`src/rtl/snoop_bus_pkg.sv`:
```
// Shared snoop-bus types: message field offsets, op codes, FSM states.
// Message layout: {rsvd, addr, op, valid, id[1:0]}.
package snoop_bus_pkg;

  localparam int ID_LSB    = 0;
  localparam int ID_W      = 2;
  localparam int VALID_BIT = 2;
  localparam int OP_BIT    = 3;
  localparam int ADDR_LSB  = 4;

  localparam logic OP_READ  = 1'b1;
  localparam logic OP_WRITE = 1'b0;

  typedef enum logic [1:0] {
    IDLE,
    GRANT,
    DONE
  } bus_state_e;

  function automatic int msg_width(input int addr_width);
    return addr_width + 5;
  endfunction

  function automatic int rsvd_bit(input int addr_width);
    return addr_width + 4;
  endfunction

endpackage

```
`src/rtl/snoop_bus_arbiter_rr_arbiter.sv`:
```
// Round-robin pick: search starts one past last_grant, wraps at N.
// Ports: req, last_grant in; one-hot grant and grant_idx out.
module rr_arbiter #(
  parameter  int N  = 4,
  localparam int IW = $clog2(N)
) (
  input  logic [N-1:0]  req,
  input  logic [IW-1:0] last_grant,
  output logic [N-1:0]  grant,
  output logic [IW-1:0] grant_idx
);

  logic           found;
  logic [IW-1:0]  idx;

  always_comb begin
    grant     = '0;
    grant_idx = '0;
    found     = 1'b0;
    idx       = '0;
    for (int k = 1; k <= N; k++) begin
      idx = IW'((int'(last_grant) + k) % N);
      if (!found && req[idx]) begin
        found      = 1'b1;
        grant[idx] = 1'b1;
        grant_idx  = idx;
      end
    end
  end

endmodule

```
`src/rtl/snoop_bus_arbiter.sv`:
```
// Snoop bus: round-robin grant, broadcast BUS_LATENCY cycles, ack.
// Ports: clock, reset, req_tx/req_enable in; req_sent, bus_rx,
// bus_rx_valid, bus_rx_src, busy out. SNOOP_BUS_PERF_EN adds
// perf_grants / perf_conflicts saturating counters.
module snoop_bus_arbiter
  import snoop_bus_pkg::*;
#(
  parameter  int N_CACHES    = 4,
  parameter  int ADDR_WIDTH  = 8,
  parameter  int BUS_LATENCY = 1,
  localparam int MW          = msg_width(ADDR_WIDTH),
  localparam int IW          = $clog2(N_CACHES)
) (
  input  logic                   clock,
  input  logic                   reset,
  input  logic [N_CACHES*MW-1:0] req_tx,
  input  logic [N_CACHES-1:0]    req_enable,
  output logic [N_CACHES-1:0]    req_sent,
  output logic [MW-1:0]          bus_rx,
  output logic                   bus_rx_valid,
  output logic [IW-1:0]          bus_rx_src,
  output logic                   busy
`ifdef SNOOP_BUS_PERF_EN
  ,
  output logic [31:0]            perf_grants,
  output logic [31:0]            perf_conflicts
`endif
);

  localparam int HW = $clog2(BUS_LATENCY) + 1;
  localparam logic [HW-1:0] HOLD_LAST = HW'(BUS_LATENCY - 1);
  localparam int RSVD = rsvd_bit(ADDR_WIDTH);

  bus_state_e            state;
  logic [HW-1:0]         hold_cnt;
  logic [MW-1:0]         msg_q;
  logic [IW-1:0]         src_q;
  logic [IW-1:0]         last_grant;

  logic [N_CACHES-1:0]   gnt_oh;
  logic [IW-1:0]         gnt_idx;
  logic [MW-1:0]         win_msg;
  logic                  any_req;

  assign any_req = |req_enable;

  rr_arbiter #(
    .N (N_CACHES)
  ) u_arb (
    .req        (req_enable),
    .last_grant (last_grant),
    .grant      (gnt_oh),
    .grant_idx  (gnt_idx)
  );

  // One-hot mux of the winning slice; reserved bit always sent as 0.
  always_comb begin
    win_msg = '0;
    for (int i = 0; i < N_CACHES; i++) begin
      if (gnt_oh[i]) win_msg = win_msg | req_tx[i*MW +: MW];
    end
    win_msg[RSVD] = 1'b0;
  end

  // Outputs are loaded on the same edges that move the FSM, so they
  // always line up with the state they describe.
  always_ff @(posedge clock) begin
    if (reset) begin
      state        <= IDLE;
      hold_cnt     <= '0;
      msg_q        <= '0;
      src_q        <= '0;
      last_grant   <= IW'(N_CACHES - 1);
      req_sent     <= '0;
      bus_rx       <= '0;
      bus_rx_valid <= 1'b0;
      bus_rx_src   <= '0;
      busy         <= 1'b0;
    end else begin
      unique case (state)
        IDLE: begin
          if (any_req) begin
            state        <= GRANT;
            hold_cnt     <= '0;
            msg_q        <= win_msg;
            src_q        <= gnt_idx;
            last_grant   <= gnt_idx;
            bus_rx       <= win_msg;
            bus_rx_valid <= win_msg[VALID_BIT];
            bus_rx_src   <= gnt_idx;
            busy         <= 1'b1;
          end
        end
        GRANT: begin
          if (hold_cnt == HOLD_LAST) begin
            state        <= DONE;
            hold_cnt     <= '0;
            bus_rx       <= '0;
            bus_rx_valid <= 1'b0;
            bus_rx_src   <= '0;
            req_sent     <= N_CACHES'(1) << src_q;
          end else begin
            hold_cnt <= hold_cnt + 1'b1;
          end
        end
        DONE: begin
          state    <= IDLE;
          req_sent <= '0;
          busy     <= 1'b0;
        end
        default: begin
          state    <= IDLE;
          req_sent <= '0;
          busy     <= 1'b0;
        end
      endcase
    end
  end

`ifdef SNOOP_BUS_PERF_EN
  logic multi_req;

  // More than one bit set: clearing the lowest set bit leaves a one.
  assign multi_req = |(req_enable & (req_enable - 1'b1));

  always_ff @(posedge clock) begin
    if (reset) begin
      perf_grants    <= '0;
      perf_conflicts <= '0;
    end else if (state == IDLE && any_req) begin
      if (perf_grants != '1)
        perf_grants <= perf_grants + 1'b1;
      if (multi_req && perf_conflicts != '1)
        perf_conflicts <= perf_conflicts + 1'b1;
    end
  end
`endif

endmodule

```
`config.mk`:
```
export PLATFORM = sky130hd
export DESIGN_NAME = snoop_bus_arbiter
export DESIGN_NICKNAME = d
export VERILOG_FILES = /design/src/rtl/snoop_bus_pkg.sv /design/src/rtl/snoop_bus_arbiter_rr_arbiter.sv /design/src/rtl/snoop_bus_arbiter.sv
export SDC_FILE = /design/constraint.sdc
export NUM_CORES = 1
export LEC_CHECK = 0
export CAP_MARGIN = 0
export CORE_ASPECT_RATIO = 1.2
export CORE_UTILIZATION = 39
export CTS_CLUSTER_DIAMETER = 30
export DETAILED_ROUTE_END_ITERATION = 6
export GPL_ROUTABILITY_DRIVEN = 0
export PLACE_DENSITY = 0.77
export REMOVE_ABC_BUFFERS = 1
export SYNTH_ARGS = -nofsm -noshare
export SYNTH_HDL_FRONTEND = slang
export SYNTH_HIERARCHICAL = 1
export SYNTH_SLANG_ARGS = --single-unit
export TNS_END_PERCENT = 100
```
`constraint.sdc`:
```
create_clock -name clock -period 2.8 [get_ports clock]
set_clock_uncertainty 0.15 [all_clocks]
set_input_delay 0.42 -clock clock [delete_from_list [all_inputs] [get_ports clock]]
set_output_delay 0.42 -clock clock [all_outputs]
set_load 0.005 [all_outputs]
```
==> flow_results.xml, run 1 <==
<?xml version="1.0" encoding="UTF-8"?>
<metrics>
  <group name="floorplan">
    <metric name="die_w" unit="microns">66.3</metric>
    <metric name="die_height" unit="microns">79.2</metric>
    <metric name="placement_rows" unit="">27</metric>
    <metric name="floorplan.initialDensity" unit="">0.412</metric>
    <metric name="die_area" unit="sq um">5250</metric>
    <metric name="io_pins" unit="">79</metric>
    <metric name="core_area" unit="sq um">4700</metric>
  </group>
  <group name="placed_design">
    <metric name="placed_cells" unit="">340</metric>
    <metric name="placedInstanceArea" unit="sq um">2790</metric>
    <metric name="hpwlAfterDp" unit="mm">3.83</metric>
    <metric name="port_buffers" unit="">73</metric>
  </group>
  <group name="global_routing">
    <metric name="grt_pass1_wl" unit="mm">8.34</metric>
    <metric name="first_global_vias" unit="">1804</metric>
    <metric name="grt_start_max_net_pins" unit="">29</metric>
    <metric name="grt.total_usage" unit="">0.200</metric>
    <metric name="initial_antenna_violation_count" unit="">0</metric>
    <metric name="overflow" unit="">0</metric>
  </group>
  <group name="sta">
    <metric name="fmax" unit="GHz">0.370</metric>
    <metric name="worst_slew_margin_rel" unit="">0.636</metric>
    <metric name="slew_of_the_pin_with_the_lowest_slew_margin" unit="ps">545</metric>
    <metric name="period_share" unit="">0.964</metric>
    <metric name="final_period_minus_worst_setup_slack" unit="ps">2700</metric>
    <metric name="timing.final.hold_violations" unit="">0</metric>
    <metric name="whs" unit="ps">323</metric>
    <metric name="rsz0062_at_grt" unit="">false</metric>
    <metric name="final-setup-viol-count" unit="">0</metric>
    <metric name="drv_slew" unit="">0</metric>
  </group>
  <group name="clocking">
    <metric name="tritoncts_clock_tree" unit="">done</metric>
    <metric name="cts_buffers" unit="">3</metric>
    <metric name="cts.repair_timing.setup_buffer_count" unit="">0</metric>
    <metric name="hold_buffers" unit="">0</metric>
    <metric name="skew_pair_late_insertion_delay" unit="ps">270</metric>
    <metric name="clk_transition_reported_paths" unit="ps">90</metric>
    <metric name="cts-root-to-sink-buffers" unit="">2</metric>
    <metric name="cts_max_level" unit="">1</metric>
    <metric name="cts_num_sinks" unit="">25</metric>
    <metric name="cts_resized" unit="">0</metric>
    <metric name="clock-root-buffer" unit="">sky130_fd_sc_hd__clkbuf_8</metric>
  </group>
  <group name="power_and_ir_drop">
    <metric name="powerDensity" unit="nW/um^2">541</metric>
    <metric name="p_leak" unit="nW">1.04</metric>
    <metric name="ir_worst_vdd" unit="mV">0.290</metric>
    <metric name="final_total_pwr" unit="W">0.00154</metric>
  </group>
  <group name="logic_synthesis">
    <metric name="share_of_synthesized_area_occupied_by_flip_flops_and_latches" unit="">0.258</metric>
    <metric name="syn-cell-area" unit="sq um">1940</metric>
    <metric name="ys_ff_latch" unit="">25</metric>
    <metric name="postSynth.asyncResetShare" unit="">0</metric>
    <metric name="synthCells" unit="">205</metric>
    <metric name="yosys.cell_types.count" unit="">46</metric>
    <metric name="netlist_top_cells_area" unit="">sky130_fd_sc_hd__dfxtp_1 26%, sky130_fd_sc_hd__a22oi_1 9.7%, sky130_fd_sc_hd__o211ai_2 8.4%, sky130_fd_sc_hd__a21oi_2 6.3%, sky130_fd_sc_hd__ha_1 5.2%</metric>
    <metric name="synth-edff-count" unit="">0</metric>
    <metric name="synth.top_cells.by_count" unit="">25 x sky130_fd_sc_hd__a22oi_1, 25 x sky130_fd_sc_hd__dfxtp_1, 14 x sky130_fd_sc_hd__a21oi_2, 13 x sky130_fd_sc_hd__nand2_1, 13 x sky130_fd_sc_hd__o211ai_2</metric>
    <metric name="yosysTopAreaCell" unit="">sky130_fd_sc_hd__dfxtp_1</metric>
    <metric name="avgSynthCellArea" unit="sq um">9.45</metric>
    <metric name="synth_largest_type_area_fraction" unit="">0.258</metric>
    <metric name="number_of_synthesis_warnings" unit="">6</metric>
    <metric name="yosys_most_used_dff" unit="">sky130_fd_sc_hd__dfxtp_1</metric>
  </group>
  <group name="final_layout">
    <metric name="nFillCells" unit="">419</metric>
    <metric name="layout.cells.non_filler" unit="">344</metric>
    <metric name="ff_latch_area" unit="sq um">500</metric>
    <metric name="final_core_util" unit="">0.608</metric>
    <metric name="antenna_cells_inserted" unit="">0</metric>
    <metric name="syn_to_final_growth" unit="%">47.5</metric>
    <metric name="post-route-cell-area" unit="sq um">2860</metric>
    <metric name="drive_above_1_share" unit="">0.252</metric>
    <metric name="nets" unit="">353</metric>
    <metric name="multi_input_area" unit="sq um">1290</metric>
  </group>
  <group name="setup_path">
    <metric name="required_time_of_the_critical_path" unit="ps">2860</metric>
    <metric name="crit_type" unit="">input pin to register</metric>
    <metric name="cpLargestDelayFamily" unit="">compound AO/OA/AOI/OAI gates</metric>
    <metric name="cp-end-kind" unit="">register</metric>
    <metric name="worst_setup_path_start_kind" unit="">input pin</metric>
    <metric name="regToRegSetupSlack" unit="ps">130</metric>
    <metric name="cp_data_arrival_time" unit="ps">2760</metric>
    <metric name="timing.critical_path.buf_inv" unit="">1</metric>
    <metric name="timing.critical_path.slowest_stage_cell" unit="">sky130_fd_sc_hd__clkdlybuf4s50_1</metric>
    <metric name="longest_individual_stage_delay_on_the_worst_path" unit="ps">520</metric>
    <metric name="crit_chain" unit="">clkdlybuf4s50_1 -&gt; or3b_1 -&gt; a2111o_1 -&gt; nand2_1 -&gt; a221o_2 -&gt; a22oi_1 -&gt; a211o_1 -&gt; a21oi_2</metric>
    <metric name="cp_max_fo" unit="">12</metric>
  </group>
  <group name="worst_hold_path">
    <metric name="holdCritPathClass" unit="">register to register</metric>
  </group>
  <group name="drt">
    <metric name="vias" unit="">1959</metric>
    <metric name="routed_wire_length_per_instance" unit="microns">15.2</metric>
    <metric name="drt_iter0_drc" unit="">137</metric>
    <metric name="detail-route-antenna-nets" unit="">0</metric>
    <metric name="vias_per_cell" unit="">5.69</metric>
    <metric name="firstDrtPassIters" unit="">4</metric>
    <metric name="post-route-drc-count" unit="">0</metric>
    <metric name="postRouteWirelength" unit="mm">5.22</metric>
  </group>
  <group name="run">
    <metric name="maxCapViolCount" unit="">0</metric>
  </group>
  <group name="outcome">
    <metric name="outcome" unit="">finished clean</metric>
  </group>
</metrics>
## state kept, by name, indices dropped and copies added, names as in the netlist
register	cells
bus_rx	12
bus_rx_src	2
busy	1
last_grant	2
req_sent	4
src_q	2
state	2
## placed cells by master (no fill, tap or decap), types with 4 or more instances in the layout
cell type	n
sky130_fd_sc_hd__nor3_1	6
sky130_fd_sc_hd__nor2_1	6
sky130_fd_sc_hd__a21oi_1	7
sky130_fd_sc_hd__clkdlybuf4s50_1	73
sky130_fd_sc_hd__buf_4	22
sky130_fd_sc_hd__dfxtp_1	25
sky130_fd_sc_hd__o211ai_2	13
sky130_fd_sc_hd__a221o_2	4
sky130_fd_sc_hd__a22oi_1	25
sky130_fd_sc_hd__o21ai_0	6
sky130_fd_sc_hd__nor2b_1	4
sky130_fd_sc_hd__nand2_1	13
sky130_fd_sc_hd__a21oi_2	14
sky130_fd_sc_hd__a211o_1	11
sky130_fd_sc_hd__inv_1	4
sky130_fd_sc_hd__ha_1	7
## where the power goes
group / switching [W] / internal [W] / total [W]
logic: 0.000398 / 0.000471 / 0.000869
clock network: 0.000115 / 0.0000996 / 0.000215
registers: 0.0000455 / 0.000415 / 0.000461
total: 0.000559 / 0.000986 / 0.00154
## per-layer routing
layer  part of all wire  GRT usage
met2               0.49      0.341
met4              0.016     0.0681
met3              0.054     0.0273
met1               0.44      0.255
met5                  0          0
## per-stage QoR
stage,setup WS (ps),TNS (ps)
after floorplan,-218,-792
after global placement,-133,-1190
after detailed placement,-165,-1530
after CTS,114,0
after global routing,15.0,0
final,100,0
## layout make-up
class                           count  share of cell area
Sequential cell                    25               0.175
Inverter                            4             0.00526
Timing Repair Buffer               97               0.328
Clock buffer                        3              0.0145
Multi-Input combinational cell    156               0.450
Tap cell                           58              0.0254
Clock inverter                      1             0.00175
## worst paths after layout
kind	start	to	cells after the start
min	busy	busy	2
min reg2reg	busy	busy	2
max	req_enable[2]	bus_rx[3]	8
max reg2reg	last_grant[0]	bus_rx[3]	7
## kinds of logic after synthesis
group | Yosys count | share of synthesized area
AO/OA/AOI/OAI | 96 | 0.424
adder cells (fa/ha/maj) | 8 | 0.0517
buffers and inverters | 24 | 0.0872
flip-flops | 25 | 0.258
multiplexers | 4 | 0.0342
other | 1 | 0.00194
AND/OR/NAND/NOR | 47 | 0.142
## tightest hold or removal path, cell delays in order, from the launching register on
cell and delay [ps]:
sky130_fd_sc_hd__dfxtp_1 320, sky130_fd_sc_hd__nand2b_1 60, sky130_fd_sc_hd__a21oi_1 50
Note: power is estimated with default switching activity, not from simulation.
==> inputs of run 2 (changes only) <==
--- a/config.mk
+++ b/config.mk
@@ -12,6 +12,7 @@
 export DETAILED_ROUTE_END_ITERATION = 6
 export GPL_ROUTABILITY_DRIVEN = 0
 export PLACE_DENSITY = 0.77
+export RECOVER_POWER = 50
 export REMOVE_ABC_BUFFERS = 1
 export SYNTH_ARGS = -nofsm -noshare
 export SYNTH_HDL_FRONTEND = slang
==> flow_results.xml, run 2 (synthesis results as in run 1) <==
<?xml version="1.0" encoding="UTF-8"?>
<metrics>
  <group name="drt">
    <metric name="vias" unit="">1964</metric>
    <metric name="firstDrtPassIters" unit="">4</metric>
    <metric name="detail-route-antenna-nets" unit="">0</metric>
    <metric name="drt_iter0_drc" unit="">136</metric>
    <metric name="routed_wire_length_per_instance" unit="microns">15.1</metric>
    <metric name="vias_per_cell" unit="">5.71</metric>
    <metric name="post-route-drc-count" unit="">0</metric>
    <metric name="postRouteWirelength" unit="mm">5.19</metric>
  </group>
  <group name="global_routing">
    <metric name="grt.total_usage" unit="">0.200</metric>
    <metric name="first_global_vias" unit="">1804</metric>
    <metric name="grt_pass1_wl" unit="mm">8.34</metric>
    <metric name="grt_start_max_net_pins" unit="">29</metric>
    <metric name="initial_antenna_violation_count" unit="">0</metric>
    <metric name="overflow" unit="">0</metric>
  </group>
  <group name="final_layout">
    <metric name="layout.cells.non_filler" unit="">344</metric>
    <metric name="post-route-cell-area" unit="sq um">2860</metric>
    <metric name="commonest_non_fill_non_tap_cell_in_the_layout" unit="">sky130_fd_sc_hd__clkdlybuf4s50_1</metric>
    <metric name="drive_above_1_share" unit="">0.252</metric>
    <metric name="top_register" unit="">bus_rx</metric>
    <metric name="nets" unit="">353</metric>
    <metric name="antenna_cells_inserted" unit="">0</metric>
    <metric name="nFillCells" unit="">419</metric>
    <metric name="layout_top_registers" unit="">bus_rx: 12 flops, req_sent: 4 flops</metric>
    <metric name="max_ffs_per_register" unit="">12</metric>
    <metric name="most_frequent_cells_in_the_layout" unit="">55 x sky130_fd_sc_hd__clkdlybuf4s50_1, 25 x sky130_fd_sc_hd__a22oi_1, 25 x sky130_fd_sc_hd__dfxtp_1</metric>
    <metric name="syn_to_final_growth" unit="%">47.5</metric>
  </group>
  <group name="clocking">
    <metric name="skew_pair_late_insertion_delay" unit="ps">270</metric>
    <metric name="clock-root-buffer" unit="">sky130_fd_sc_hd__clkbuf_8</metric>
    <metric name="cts_num_sinks" unit="">25</metric>
    <metric name="cts_buffers" unit="">3</metric>
    <metric name="tritoncts_clock_tree" unit="">done</metric>
    <metric name="cts.repair_timing.setup_buffer_count" unit="">0</metric>
    <metric name="cts_max_level" unit="">1</metric>
    <metric name="clk_transition_reported_paths" unit="ps">90</metric>
    <metric name="cts-root-to-sink-buffers" unit="">2</metric>
  </group>
  <group name="sta">
    <metric name="final_period_minus_worst_setup_slack" unit="ps">2700</metric>
    <metric name="rsz0062_at_grt" unit="">false</metric>
    <metric name="period_share" unit="">0.964</metric>
    <metric name="drv_slew" unit="">0</metric>
    <metric name="slew_of_the_pin_with_the_lowest_slew_margin" unit="ps">556</metric>
    <metric name="whs" unit="ps">320</metric>
    <metric name="worst_slew_margin_rel" unit="">0.628</metric>
    <metric name="fmax" unit="GHz">0.370</metric>
    <metric name="totalNegativeSetupSlack" unit="ps">0</metric>
    <metric name="timing.final.hold_violations" unit="">0</metric>
    <metric name="final-setup-viol-count" unit="">0</metric>
  </group>
  <group name="setup_path">
    <metric name="crit_type" unit="">input pin to register</metric>
    <metric name="worst_setup_path_startpoint" unit="">req_enable[2]</metric>
    <metric name="reg2regPathDepth" unit="">7</metric>
    <metric name="regToRegSetupSlack" unit="ps">130</metric>
    <metric name="cp_max_fo" unit="">12</metric>
    <metric name="cp_data_arrival_time" unit="ps">2760</metric>
    <metric name="critical_path.reg2reg.endpoint" unit="">bus_rx[3]</metric>
    <metric name="worstReg2RegStart" unit="">last_grant[0]</metric>
    <metric name="worst_setup_path_start_kind" unit="">input pin</metric>
    <metric name="cp-end-kind" unit="">register</metric>
    <metric name="required_time_of_the_critical_path" unit="ps">2860</metric>
  </group>
  <group name="floorplan">
    <metric name="die_area" unit="sq um">5250</metric>
    <metric name="placement_rows" unit="">27</metric>
    <metric name="core_area" unit="sq um">4700</metric>
    <metric name="die_w" unit="microns">66.3</metric>
    <metric name="floorplan.initialDensity" unit="">0.412</metric>
    <metric name="die_height" unit="microns">79.2</metric>
    <metric name="io_pins" unit="">79</metric>
  </group>
  <group name="outcome">
    <metric name="outcome" unit="">finished clean</metric>
  </group>
  <group name="placed_design">
    <metric name="placedInstanceArea" unit="sq um">2790</metric>
    <metric name="placed_cells" unit="">340</metric>
    <metric name="port_buffers" unit="">73</metric>
    <metric name="hpwlAfterDp" unit="mm">3.83</metric>
  </group>
  <group name="power_and_ir_drop">
    <metric name="p_leak" unit="nW">1.09</metric>
    <metric name="final_total_pwr" unit="W">0.00153</metric>
    <metric name="powerDensity" unit="nW/um^2">534</metric>
    <metric name="ir_worst_vdd" unit="mV">0.290</metric>
  </group>
  <group name="worst_hold_path">
    <metric name="holdCritPathClass" unit="">register to register</metric>
    <metric name="end_point_of_the_most_critical_hold_path" unit="">busy</metric>
    <metric name="holdCritStartpoint" unit="">busy</metric>
    <metric name="worst_hold_path.num_cells" unit="">2</metric>
  </group>
  <group name="run">
    <metric name="maxCapViolCount" unit="">0</metric>
  </group>
</metrics>
-- run 2: timing repair --
| item | CTS | global route |
|---|---|---|
| resized for setup | 0 | 2 |
| setup endpoints to repair | 0 | 1 |
| hold buffers | 0 | 0 |
| hold endpoints to repair | 0 | 0 |
-- run 2: stage by stage --
| step | utilization | setup slack, ps |
|---|---|---|
| 6_report | 0.608 | 100 |
| 4_1_cts | 0.604 | 114 |
| 3_3_place_gp | 0.594 | -133 |
| 5_1_grt | 0.608 | 15.0 |
| 3_5_place_dp | 0.594 | -165 |
| 2_1_floorplan | - | -218 |
-- run 2: layout make-up --
type / count / area (sq um) / share of cell area
multi-input combinational: 156 / 1290 / 0.450
timing repair buffer: 97 / 936 / 0.328
sequential: 25 / 500 / 0.175
tap: 58 / 72.6 / 0.0254
clock buffer: 3 / 41.3 / 0.0145
inverter: 4 / 15.0 / 0.00526
clock inverter: 1 / 5.00 / 0.00175
-- run 2: worst max-delay path by stage --
stage	to	slack, ps	depth (start not counted)
global placement	bus_rx[10]	-130	10
detailed placement	bus_rx[3]	-170	8
finish	bus_rx[3]	100	8
CTS	bus_rx[3]	110	8
floorplan	bus_rx[10]	-220	9
global route	bus_rx[8]	10	7
-- run 2: critical path, cell delays in order --
cell	delay, ps
sky130_fd_sc_hd__clkdlybuf4s50_1	520
sky130_fd_sc_hd__or3b_1	360
sky130_fd_sc_hd__a2111o_1	360
sky130_fd_sc_hd__nand2_1	140
sky130_fd_sc_hd__a221o_2	360
sky130_fd_sc_hd__a22oi_1	160
sky130_fd_sc_hd__a211o_1	320
sky130_fd_sc_hd__a21oi_2	110
-- run 2: metal layers --
layer,vias up,wire length [microns],GRT usage
li1,962,-,-
met1,932,2300,0.255
met2,63,2520,0.341
met3,7,288,0.0273
met4,0,85,0.0681
met5,-,0,0
-- run 2: power breakdown --
group / total [W] / internal (W) / leakage [nW] / switching, W
clock: 0.000215 / 0.0000996 / 0.0255 / 0.000116
combinational: 0.000852 / 0.000456 / 0.857 / 0.000396
sequential: 0.000459 / 0.000415 / 0.206 / 0.0000436
total: 0.00153 / 0.000971 / 1.09 / 0.000555
==> inputs of run 3 (changes only) <==
--- a/config.mk
+++ b/config.mk
@@ -7,15 +7,14 @@
 export LEC_CHECK = 0
 export CAP_MARGIN = 0
 export CORE_ASPECT_RATIO = 1.2
-export CORE_UTILIZATION = 39
+export CORE_UTILIZATION = 37
 export CTS_CLUSTER_DIAMETER = 30
 export DETAILED_ROUTE_END_ITERATION = 6
 export GPL_ROUTABILITY_DRIVEN = 0
-export PLACE_DENSITY = 0.77
+export PLACE_DENSITY = 0.76
 export RECOVER_POWER = 50
 export REMOVE_ABC_BUFFERS = 1
 export SYNTH_ARGS = -nofsm -noshare
 export SYNTH_HDL_FRONTEND = slang
-export SYNTH_HIERARCHICAL = 1
 export SYNTH_SLANG_ARGS = --single-unit
 export TNS_END_PERCENT = 100
==> flow_results.xml, run 3 <==
<?xml version="1.0" encoding="UTF-8"?>
<metrics>
  <group name="setup_path">
    <metric name="crit_type" unit="">input pin to register</metric>
    <metric name="timing.critical_path.slowest_stage_cell" unit="">sky130_fd_sc_hd__mux4_2</metric>
    <metric name="worstReg2RegStart" unit="">last_grant[0]</metric>
    <metric name="required_time_of_the_critical_path" unit="ps">2870</metric>
    <metric name="regToRegSetupSlack" unit="ps">160</metric>
    <metric name="worst_setup_path_start_kind" unit="">input pin</metric>
    <metric name="critical_path.reg2reg.endpoint" unit="">bus_rx[1]</metric>
    <metric name="cp-end-kind" unit="">register</metric>
    <metric name="worst_setup_path_startpoint" unit="">req_enable[3]</metric>
    <metric name="cp-endpoint" unit="">bus_rx[1]</metric>
    <metric name="longest_individual_stage_delay_on_the_worst_path" unit="ps">500</metric>
    <metric name="cp_data_arrival_time" unit="ps">2750</metric>
    <metric name="cp_max_fo" unit="">11</metric>
    <metric name="reg2regPathDepth" unit="">10</metric>
    <metric name="crit_chain" unit="">clkdlybuf4s50_1 -&gt; mux4_2 -&gt; buf_6 -&gt; or3b_4 -&gt; o221ai_4 -&gt; buf_4 -&gt; o21ai_0 -&gt; nand4_1 -&gt; a22o_1</metric>
  </group>
  <group name="logic_synthesis">
    <metric name="synthCells" unit="">201</metric>
    <metric name="share_of_synthesized_area_occupied_by_flip_flops_and_latches" unit="">0.297</metric>
    <metric name="yosys.cell_types.count" unit="">36</metric>
    <metric name="netlist_top_cells_area" unit="">sky130_fd_sc_hd__dfxtp_1 30%, sky130_fd_sc_hd__o21ai_0 14%, sky130_fd_sc_hd__a22o_1 6.7%, sky130_fd_sc_hd__ha_1 5.9%, sky130_fd_sc_hd__nand4_1 4.4%</metric>
    <metric name="postSynth.asyncResetShare" unit="">0</metric>
    <metric name="avgSynthCellArea" unit="sq um">8.40</metric>
    <metric name="number_of_synthesis_warnings" unit="">0</metric>
    <metric name="synth_largest_type_area_fraction" unit="">0.297</metric>
    <metric name="top_count_cell_post_synth" unit="">sky130_fd_sc_hd__o21ai_0</metric>
    <metric name="ys_ff_latch" unit="">25</metric>
    <metric name="syn-cell-area" unit="sq um">1690</metric>
    <metric name="yosysTopAreaCell" unit="">sky130_fd_sc_hd__dfxtp_1</metric>
    <metric name="synth-edff-count" unit="">0</metric>
    <metric name="synth.top_cells.by_count" unit="">48 x sky130_fd_sc_hd__o21ai_0, 25 x sky130_fd_sc_hd__dfxtp_1, 14 x sky130_fd_sc_hd__inv_1, 13 x sky130_fd_sc_hd__a22o_1, 12 x sky130_fd_sc_hd__nand4_1</metric>
    <metric name="yosys_most_used_dff" unit="">sky130_fd_sc_hd__dfxtp_1</metric>
  </group>
  <group name="power_and_ir_drop">
    <metric name="switching_share_of_power" unit="">0.377</metric>
    <metric name="power.switching" unit="W">0.000661</metric>
    <metric name="powerDensity" unit="nW/um^2">646</metric>
    <metric name="clock_network_fraction_of_total_power" unit="">0.128</metric>
    <metric name="cell_internal_pwr" unit="W">0.00109</metric>
    <metric name="ir_worst_vdd" unit="mV">0.283</metric>
    <metric name="comb_power_share" unit="">0.594</metric>
    <metric name="power.share.sequential" unit="">0.278</metric>
    <metric name="p_leak" unit="nW">1.13</metric>
  </group>
  <group name="final_layout">
    <metric name="top_register" unit="">bus_rx</metric>
    <metric name="final_core_util" unit="">0.627</metric>
    <metric name="syn_to_final_growth" unit="%">60.7</metric>
    <metric name="nets" unit="">353</metric>
    <metric name="layout_top_registers" unit="">bus_rx: 12 flops, req_sent: 4 flops</metric>
    <metric name="max_ffs_per_register" unit="">12</metric>
    <metric name="layout.cells.non_filler" unit="">342</metric>
    <metric name="commonest_non_fill_non_tap_cell_in_the_layout" unit="">sky130_fd_sc_hd__clkdlybuf4s50_1</metric>
    <metric name="post-route-cell-area" unit="sq um">2710</metric>
    <metric name="antenna_cells_inserted" unit="">0</metric>
    <metric name="drive_above_1_share" unit="">0.157</metric>
    <metric name="most_frequent_cells_in_the_layout" unit="">53 x sky130_fd_sc_hd__clkdlybuf4s50_1, 48 x sky130_fd_sc_hd__o21ai_0, 24 x sky130_fd_sc_hd__dfxtp_1</metric>
  </group>
  <group name="clocking">
    <metric name="clk_transition_reported_paths" unit="ps">90</metric>
    <metric name="tritoncts_clock_tree" unit="">done</metric>
    <metric name="cts_buffers" unit="">3</metric>
    <metric name="cts.repair_timing.setup_buffer_count" unit="">0</metric>
    <metric name="cts_num_sinks" unit="">25</metric>
    <metric name="clock-root-buffer" unit="">sky130_fd_sc_hd__clkbuf_8</metric>
    <metric name="skew_pair_late_insertion_delay" unit="ps">270</metric>
    <metric name="cts_max_level" unit="">1</metric>
    <metric name="cts-root-to-sink-buffers" unit="">2</metric>
  </group>
  <group name="floorplan">
    <metric name="die_area" unit="sq um">4840</metric>
    <metric name="die_height" unit="microns">76.0</metric>
    <metric name="placement_rows" unit="">26</metric>
    <metric name="io_pins" unit="">79</metric>
    <metric name="core_area" unit="sq um">4330</metric>
    <metric name="die_w" unit="microns">63.7</metric>
    <metric name="floorplan.initialDensity" unit="">0.390</metric>
  </group>
  <group name="global_routing">
    <metric name="grt_start_max_net_pins" unit="">16</metric>
    <metric name="first_global_vias" unit="">1863</metric>
    <metric name="initial_antenna_violation_count" unit="">0</metric>
    <metric name="grt.total_usage" unit="">0.222</metric>
    <metric name="overflow" unit="">0</metric>
    <metric name="grt_pass1_wl" unit="mm">8.62</metric>
  </group>
  <group name="sta">
    <metric name="timing.final.hold_violations" unit="">0</metric>
    <metric name="final-setup-viol-count" unit="">0</metric>
    <metric name="worst_slew_margin_rel" unit="">0.338</metric>
    <metric name="drv_slew" unit="">0</metric>
    <metric name="fmax" unit="GHz">0.372</metric>
    <metric name="final_period_minus_worst_setup_slack" unit="ps">2690</metric>
    <metric name="slew_of_the_pin_with_the_lowest_slew_margin" unit="ps">990</metric>
    <metric name="period_share" unit="">0.959</metric>
    <metric name="timing.final.ws_setup" unit="ps">115</metric>
  </group>
  <group name="placed_design">
    <metric name="placed_cells" unit="">338</metric>
    <metric name="placedInstanceArea" unit="sq um">2590</metric>
    <metric name="place_worst_setup_slack" unit="ps">-506</metric>
    <metric name="hpwlAfterDp" unit="mm">3.93</metric>
    <metric name="port_buffers" unit="">73</metric>
  </group>
  <group name="worst_hold_path">
    <metric name="worst_hold_path.num_cells" unit="">2</metric>
    <metric name="holdCritPathClass" unit="">register to register</metric>
  </group>
  <group name="drt">
    <metric name="vias_per_cell" unit="">5.56</metric>
    <metric name="routed_wire_length_per_instance" unit="microns">15.5</metric>
    <metric name="postRouteWirelength" unit="mm">5.32</metric>
    <metric name="post-route-drc-count" unit="">0</metric>
    <metric name="detail-route-antenna-nets" unit="">0</metric>
    <metric name="vias" unit="">1902</metric>
    <metric name="drt_iter0_drc" unit="">140</metric>
    <metric name="firstDrtPassIters" unit="">4</metric>
  </group>
  <group name="run">
    <metric name="maxCapViolCount" unit="">0</metric>
  </group>
  <group name="outcome">
    <metric name="outcome" unit="">finished clean</metric>
  </group>
</metrics>
-- run 3: cell count changes after synthesis, sizes merged, moves of 4 or more --
cell    before  now
nand4        0   12
buf         16   11
a22oi       25    0
a21oi       21    3
a211o       11    1
o221ai       0    4
o21ai       10   48
o211ai      15    1
a221o        4    0
a22o         1   13
inv          4   14
-- run 3: per-stage QoR --
stage	total power (W)	TNS [ps]	hold slack, ps
after CTS	0.00172	0	329
after global routing	0.00188	-44.3	353
after detailed placement	0.00149	-5830	314
after global placement	0.00146	-4600	292
final	0.00175	0	324
after floorplan	0.000999	-1410	299
-- run 3: how the worst min path moves through the flow --
| stage | slack (ps) | startpoint | to |
|---|---|---|---|
| after floorplan | 300 | bus_rx_src[1] | bus_rx_src[1] |
| after global placement | 290 | bus_rx_src[1] | bus_rx_src[1] |
| after detailed placement | 310 | busy | busy |
| after CTS | 330 | busy | busy |
| after global routing | 350 | bus_rx_src[1] | bus_rx_src[1] |
| final | 320 | bus_rx_src[1] | bus_rx_src[1] |
-- run 3: what timing repair did --
| action | CTS | global route |
|---|---|---|
| gates resized for setup | 3 | 11 |
| pin swaps | 0 | 2 |
| endpoints found under the setup margin | 12 | 12 |
| hold buffers | 0 | 0 |
-- run 3: layout make-up --
cell class | count | area, sq um
inverter | 14 | 52.6
sequential | 25 | 502
clock buffer | 3 | 41.3
multi-input combinational | 145 | 1090
fill | 363 | 1610
tap | 56 | 70.1
timing repair buffer | 98 | 950
clock inverter | 1 | 7.51
-- run 3: cell families (layout without fill, tap and decap cells) --
family                   after synthesis  count (layout)  share of synthesized area
AO/OA/AOI/OAI                         80              80                      0.317
adder cells (fa/ha/maj)                8               8                     0.0593
buffers and inverters                 31             116                     0.0912
flip-flops                            25              25                      0.297
multiplexers                           8               8                     0.0815
other                                  1               1                    0.00222
AND/OR/NAND/NOR                       48              48                      0.153
-- run 3: worst max-delay path, delay by kind of cell --
family / cells / cell delay [ps]
AO/OA/AOI/OAI: 3 / 450
buffers and inverters: 3 / 790
multiplexers: 1 / 500
AND/OR/NAND/NOR: 2 / 570
-- run 3: per-layer routing --
layer / vias to the layer above / global-route usage / wire, microns / part of all wire
met3: 12 / 0.0225 / 301 / 0.057
met4: 0 / 0.111 / 150 / 0.028
met5: - / 0 / 0 / 0
li1: 917 / - / - / -
met1: 888 / 0.269 / 2150 / 0.41
met2: 85 / 0.382 / 2710 / 0.51
-- run 3: power by group through the flow --
| stage | Combinational, W | Sequential, W | Clock [W] |
|---|---|---|---|
| floorplan | 0.000490 | 0.000509 | 0 |
| global placement | 0.000963 | 0.000495 | 0 |
| detailed placement | 0.000989 | 0.000497 | 0 |
| CTS | 0.000999 | 0.000489 | 0.000227 |
| global route | 0.00114 | 0.000500 | 0.000241 |
| finish | 0.00104 | 0.000487 | 0.000224 |
